--- src/rtl/load_store_unit.sv ---
// MEM-stage load/store controller in front of a word-wide, byte-lane data memory.
// Handles alignment checks, lane enables, store replication and load extension.
module load_store_unit #(
  parameter int READ_LATENCY = 1
) (
  input  logic        clk,
  input  logic        reset,
  input  logic        req_valid,
  output logic        req_ready,
  input  logic        req_write,
  input  logic [1:0]  req_size,
  input  logic        req_signed,
  input  logic [31:0] req_addr,
  input  logic [31:0] req_wdata,
  output logic [31:0] mem_address,
  output logic [3:0]  mem_write,
  output logic [31:0] mem_write_data,
  output logic        mem_read,
  input  logic [31:0] mem_read_data,
  output logic        resp_valid,
  output logic        resp_err,
  output logic [31:0] resp_data
);

  localparam logic [1:0] IDLE   = 2'd0;
  localparam logic [1:0] ACCESS = 2'd1;
  localparam logic [1:0] DONE   = 2'd2;
  localparam logic [1:0] ERROR  = 2'd3;

  localparam logic [3:0] LAST = 4'(READ_LATENCY - 1);

  logic [1:0]  state;
  logic [3:0]  count;
  logic        write_q;
  logic        signed_q;
  logic [1:0]  size_q;
  logic [1:0]  lane_q;
  logic [3:0]  enable_q;
  logic [31:0] load_q;

  logic        accept;
  logic        misaligned;
  logic [3:0]  enable;
  logic [31:0] wdata_rep;
  logic [31:0] shifted;
  logic [31:0] extended;

  assign req_ready = (state == IDLE) && !reset;
  assign accept    = req_valid && req_ready;

  always_comb begin
    misaligned = 1'b0;
    enable     = 4'b0000;
    wdata_rep  = req_wdata;
    unique case (req_size)
      2'b00: begin
        enable    = 4'b0001 << req_addr[1:0];
        wdata_rep = {4{req_wdata[7:0]}};
      end
      2'b01: begin
        misaligned = req_addr[0];
        enable     = req_addr[1] ? 4'b1100 : 4'b0011;
        wdata_rep  = {2{req_wdata[15:0]}};
      end
      2'b10: begin
        misaligned = |req_addr[1:0];
        enable     = 4'b1111;
      end
      default: misaligned = 1'b1;
    endcase
  end

  // halves are aligned, so 8*lane equals 16*addr[1] for them
  always_comb begin
    shifted  = mem_read_data >> {lane_q, 3'b000};
    extended = shifted;
    unique case (size_q)
      2'b00:   extended = {{24{signed_q & shifted[7]}}, shifted[7:0]};
      2'b01:   extended = {{16{signed_q & shifted[15]}}, shifted[15:0]};
      default: extended = shifted;
    endcase
  end

  always_ff @(posedge clk) begin
    if (reset) begin
      state          <= IDLE;
      count          <= 4'd0;
      write_q        <= 1'b0;
      signed_q       <= 1'b0;
      size_q         <= 2'b00;
      lane_q         <= 2'b00;
      enable_q       <= 4'b0000;
      load_q         <= 32'd0;
      mem_address    <= 32'd0;
      mem_write_data <= 32'd0;
    end else begin
      unique case (state)
        IDLE: begin
          if (accept) begin
            write_q  <= req_write;
            signed_q <= req_signed;
            size_q   <= req_size;
            lane_q   <= req_addr[1:0];
            count    <= 4'd0;
            load_q   <= 32'd0;
            if (misaligned) begin
              state <= ERROR;
            end else begin
              state       <= ACCESS;
              enable_q    <= enable;
              mem_address <= {2'b00, req_addr[31:2]};
              if (req_write) mem_write_data <= wdata_rep;
            end
          end
        end
        ACCESS: begin
          if (write_q) begin
            state <= DONE;
          end else if (count == LAST) begin
            load_q <= extended;
            state  <= DONE;
          end else begin
            count <= count + 4'd1;
          end
        end
        DONE:    state <= IDLE;
        ERROR:   state <= IDLE;
        default: state <= IDLE;
      endcase
    end
  end

  // gating with reset drops a store whose edge coincides with reset
  assign mem_write  = (state == ACCESS && write_q && !reset) ? enable_q : 4'b0000;
  assign mem_read   = (state == ACCESS) && !write_q && !reset;
  assign resp_valid = (state == DONE) || (state == ERROR);
  assign resp_err   = (state == ERROR);
  assign resp_data  = (state == DONE && !write_q) ? load_q : 32'd0;

endmodule
--- config.mk ---
export PLATFORM = sky130hd
export DESIGN_NAME = load_store_unit
export DESIGN_NICKNAME = d
export VERILOG_FILES = /design/src/rtl/load_store_unit.sv
export SDC_FILE = /design/constraint.sdc
export NUM_CORES = 1
export LEC_CHECK = 0
export BUFFER_PORTS_ARGS = -buffer_cell sky130_fd_sc_hd__buf_2
export CAP_MARGIN = 20
export CORE_ASPECT_RATIO = 0.7
export CORE_MARGIN = 10
export CORE_UTILIZATION = 40
export DETAILED_ROUTE_END_ITERATION = 10
export GPL_TIMING_DRIVEN = 0
export PLACE_DENSITY = 0.72
export SLEW_MARGIN = 20
export SYNTH_ARGS = -nofsm -noshare
export SYNTH_HDL_FRONTEND = slang
export SYNTH_SLANG_ARGS = --single-unit
export TNS_END_PERCENT = 5
--- constraint.sdc ---
create_clock -name clk -period 2 [get_ports clk]
set_input_delay 0.2 -clock clk [delete_from_list [all_inputs] [get_ports clk]]
set_output_delay 0.2 -clock clk [all_outputs]
set_load 0.1 [all_outputs]
==> results.cfg <==
[final_layout]
nets = 911
most-common-layout-cells = buf_2 (181), dfxtp_1 (106), a21oi_1 (83), o21ai_0 (54), nand3_1 (47)
area_delta_synth_final_pct = 41.0
design_area_um2 = 7410
layout_commonest_cell = buf_2
antenna_cells = 0
drive_gt1_share_pct = 37.2

[floorplanning]
die_w_um = 157
num_rows = 34
die_h_um = 116
ioPinCount = 207
core_area_um2 = 12600
die_area_um2 = 18200
start_util_pct = 41.6

[grt]
antenna_found_initial = 1
grt_first_pass_wirelength_um = 28400
grt_usage_pct = 19.6
grt_max_degree = 20
overflow = 0
grt_pass1_vias = 5133

[logic_synthesis]
synth.ff_latch_count = 110
async_flop_share_pct = 0
synth_cell_types = 49
postSynthCellCount = 586
seq_area_frac_synth_pct = 41.9
synth_edf_count = 0
yosys_warnings = 0
syn_area_um2 = 5250
ys.flop_type = dfxtp_1
avgSynthCellArea_um2 = 8.97

[power_and_ir_drop]
switchingPower_w = 0.00169
ir_drop_v = 0.000451
p_seq_share_pct = 43.6
power_density_nw_per_um2 = 710
switching_share_pct = 32.1
leakage_nw = 3.10
comb_power_share_pct = 21.5
clkPwrFrac_pct = 34.9
intPower_w = 0.00357

[detailed_routing]
wl_um = 19000
antenna_left = 0
drc_errors = 0
viasPerCell = 5.47
drtPass1Iterations = 6
wl_per_cell_um = 19.5
num_vias = 5319
drt_iter0_markers = 410

[placed_design]
gp_congestion = 0.934
hpwlAfterDp_um = 14700
dpl_cell_area_um2 = 6510
portBuffers = 201

[setup_path]
crit_slowest_cell = dfxtp_2
criticalPathCategory = flop to primary output
r2r_start = lane_q[0]$_SDFFE_PP0P_
critPathCaptureType = primary output
crit_required_ns = 1.80
path_common_cell = buf_8
arrival_ns = 1.76
crit_family = simple AND/OR/NAND/NOR gates
crit_buf_inv = 3
cp-startpoint = state[1]$_SDFFE_PP0P_
reg2regPathDepth = 4
cp_max_fo = 8
path_cells = buf_8 > buf_4 > nor4b_4 > and2_1 > buf_8
crit_path_start_kind = flop
r2r_end = load_q[14]$_SDFFE_PP0P_
cpPeakStageDelay_ns = 0.35
r2r_slack_ns = 0.06

[hold_path]
holdCritStartpoint = req_addr[5]
hold_path_class = input pin to flop
holdPathEnd = mem_address[3]$_SDFFE_PP0P_
min_path_cells = 3

[clock_tree]
postCtsHoldBufs = 0
h-tree-depth = 3
cts_buffers = 9
cts_sinks = 110
clk_pin_slew_ns = 0.08
root_buffer = clkbuf_16
cts_tree = done
clk_latency_ns = 0.35
cts_buffer_depth = 2

[timing]
grt_setup_unrepaired = yes
clock.fmax_ghz = 0.510
fin_skew_ns = 0.0107
holdWs_ns = 0.0965
hold_viol_final = 0
timing.setup.tns_ns = 0
tightest_slew_ns = 0.910
period_share_pct = 98.0
setup_viol = 0
fin_crit_ns = 1.96
slew_headroom_pct = 39.2
slew_viol_final = 0

[status]
status = complete, no violations

[flow_run]
max-cap-violations = 0
area by class of cell:
type                    instances  area [um^2]
well taps                     162          203
fillers                      1099         5230
inverters                       6         22.5
flip-flops and latches        110         2210
multi-input cells             411         2810
clock buffers                   9          225
repair buffers                208         1510
plain buffers                  60          350
clock inverters                 7         78.8
power by group through the flow:
stage	Combinational [W]	Clock (W)	Sequential [W]
final	0.00113	0.00184	0.00229
after global routing	0.00120	0.00196	0.00230
after CTS	0.00110	0.00189	0.00229
after detailed placement	0.00108	0	0.00234
after global placement	0.00107	0	0.00234
after floorplan	0.000492	0	0.00261
worst min-delay path, cell delays in order:
cell and delay, ns:
buf_2 0.10, nand3_1 0.05, a21oi_1 0.05
Yosys cell counts (all sizes together) (3+ instances only):
cell type | count | area share (%)
a211oi | 18 | 3.0
nor2 | 18 | 1.3
a21oi | 83 | 7.9
nand3 | 47 | 4.5
nor4b | 3 | 1.1
inv | 6 | 0.43
nand2 | 23 | 1.8
a221oi | 7 | 1.2
nor3b | 4 | 0.76
buf | 29 | 3.2
o2bb2ai | 15 | 2.5
mux2 | 15 | 3.2
clkbuf | 31 | 2.2
and2 | 39 | 4.6
dfxtp | 110 | 42
a221o | 16 | 3.0
o21ai | 58 | 5.5
nor3 | 4 | 0.48
mux2i | 35 | 6.7
timing repair:
action                     4_1_cts  5_1_grt
setup buffers                    3        4
gates resized for setup        102       51
pin swaps                        1        0
setup endpoints to repair       55       52
worst max path at each step:
stage	to	slack (ns)	cells past startpoint
2_1_floorplan	load_q[24]$_SDFFE_PP0P_	-0.49	6
3_3_place_gp	resp_data[18]	-0.43	5
3_5_place_dp	resp_data[18]	-0.42	5
4_1_cts	resp_data[21]	0.0003	6
5_1_grt	load_q[27]$_SDFFE_PP0P_	-0.04	7
6_report	mem_write[0]	0.04	5
layer usage:
layer	global-route usage (%)	vias up	wire length, um
met3	7.29	26	1610
met5	0	-	13
met2	30.3	204	8690
met1	25.4	2508	8350
met4	4.95	2	323
li1	-	2579	-
through the flow:
| stage | total power (W) | worst slack (ns) | utilization (%) | cells |
|---|---|---|---|---|
| after CTS | 0.00528 | 0.000260 | 56.9 | 969 |
| final | 0.00526 | 0.0403 | 58.6 | 973 |
| after global routing | 0.00546 | -0.0393 | 58.6 | 973 |
| after floorplan | 0.00310 | -0.486 | - | 587 |
| after global placement | 0.00341 | -0.429 | 51.5 | 950 |
| after detailed placement | 0.00342 | -0.420 | 51.5 | 950 |
flip-flops by register name, summed over array words and instances (netlist names):
signal	count
count	4
enable_q	4
lane_q	2
load_q	32
mem_address	30
mem_write_data	32
signed_q	1
size_q	2
state	2
write_q	1
cell families (layout without fill, tap and decap cells):
logic type | Yosys count | in the layout | synth area share, %
AOI/OAI and AO/OA | 204 | 204 | 24.2
and+or+nand+nor | 148 | 148 | 16.2
DFF | 110 | 110 | 41.9
buffers and inverters | 66 | 290 | 5.88
muxes | 52 | 52 | 10.7
adders and majority gates | 3 | 3 | 0.667
xor gates and xnor gates | 2 | 2 | 0.333
other | 1 | 2 | 0.0714
No activity file was read; power rests on OpenSTA's default activity.
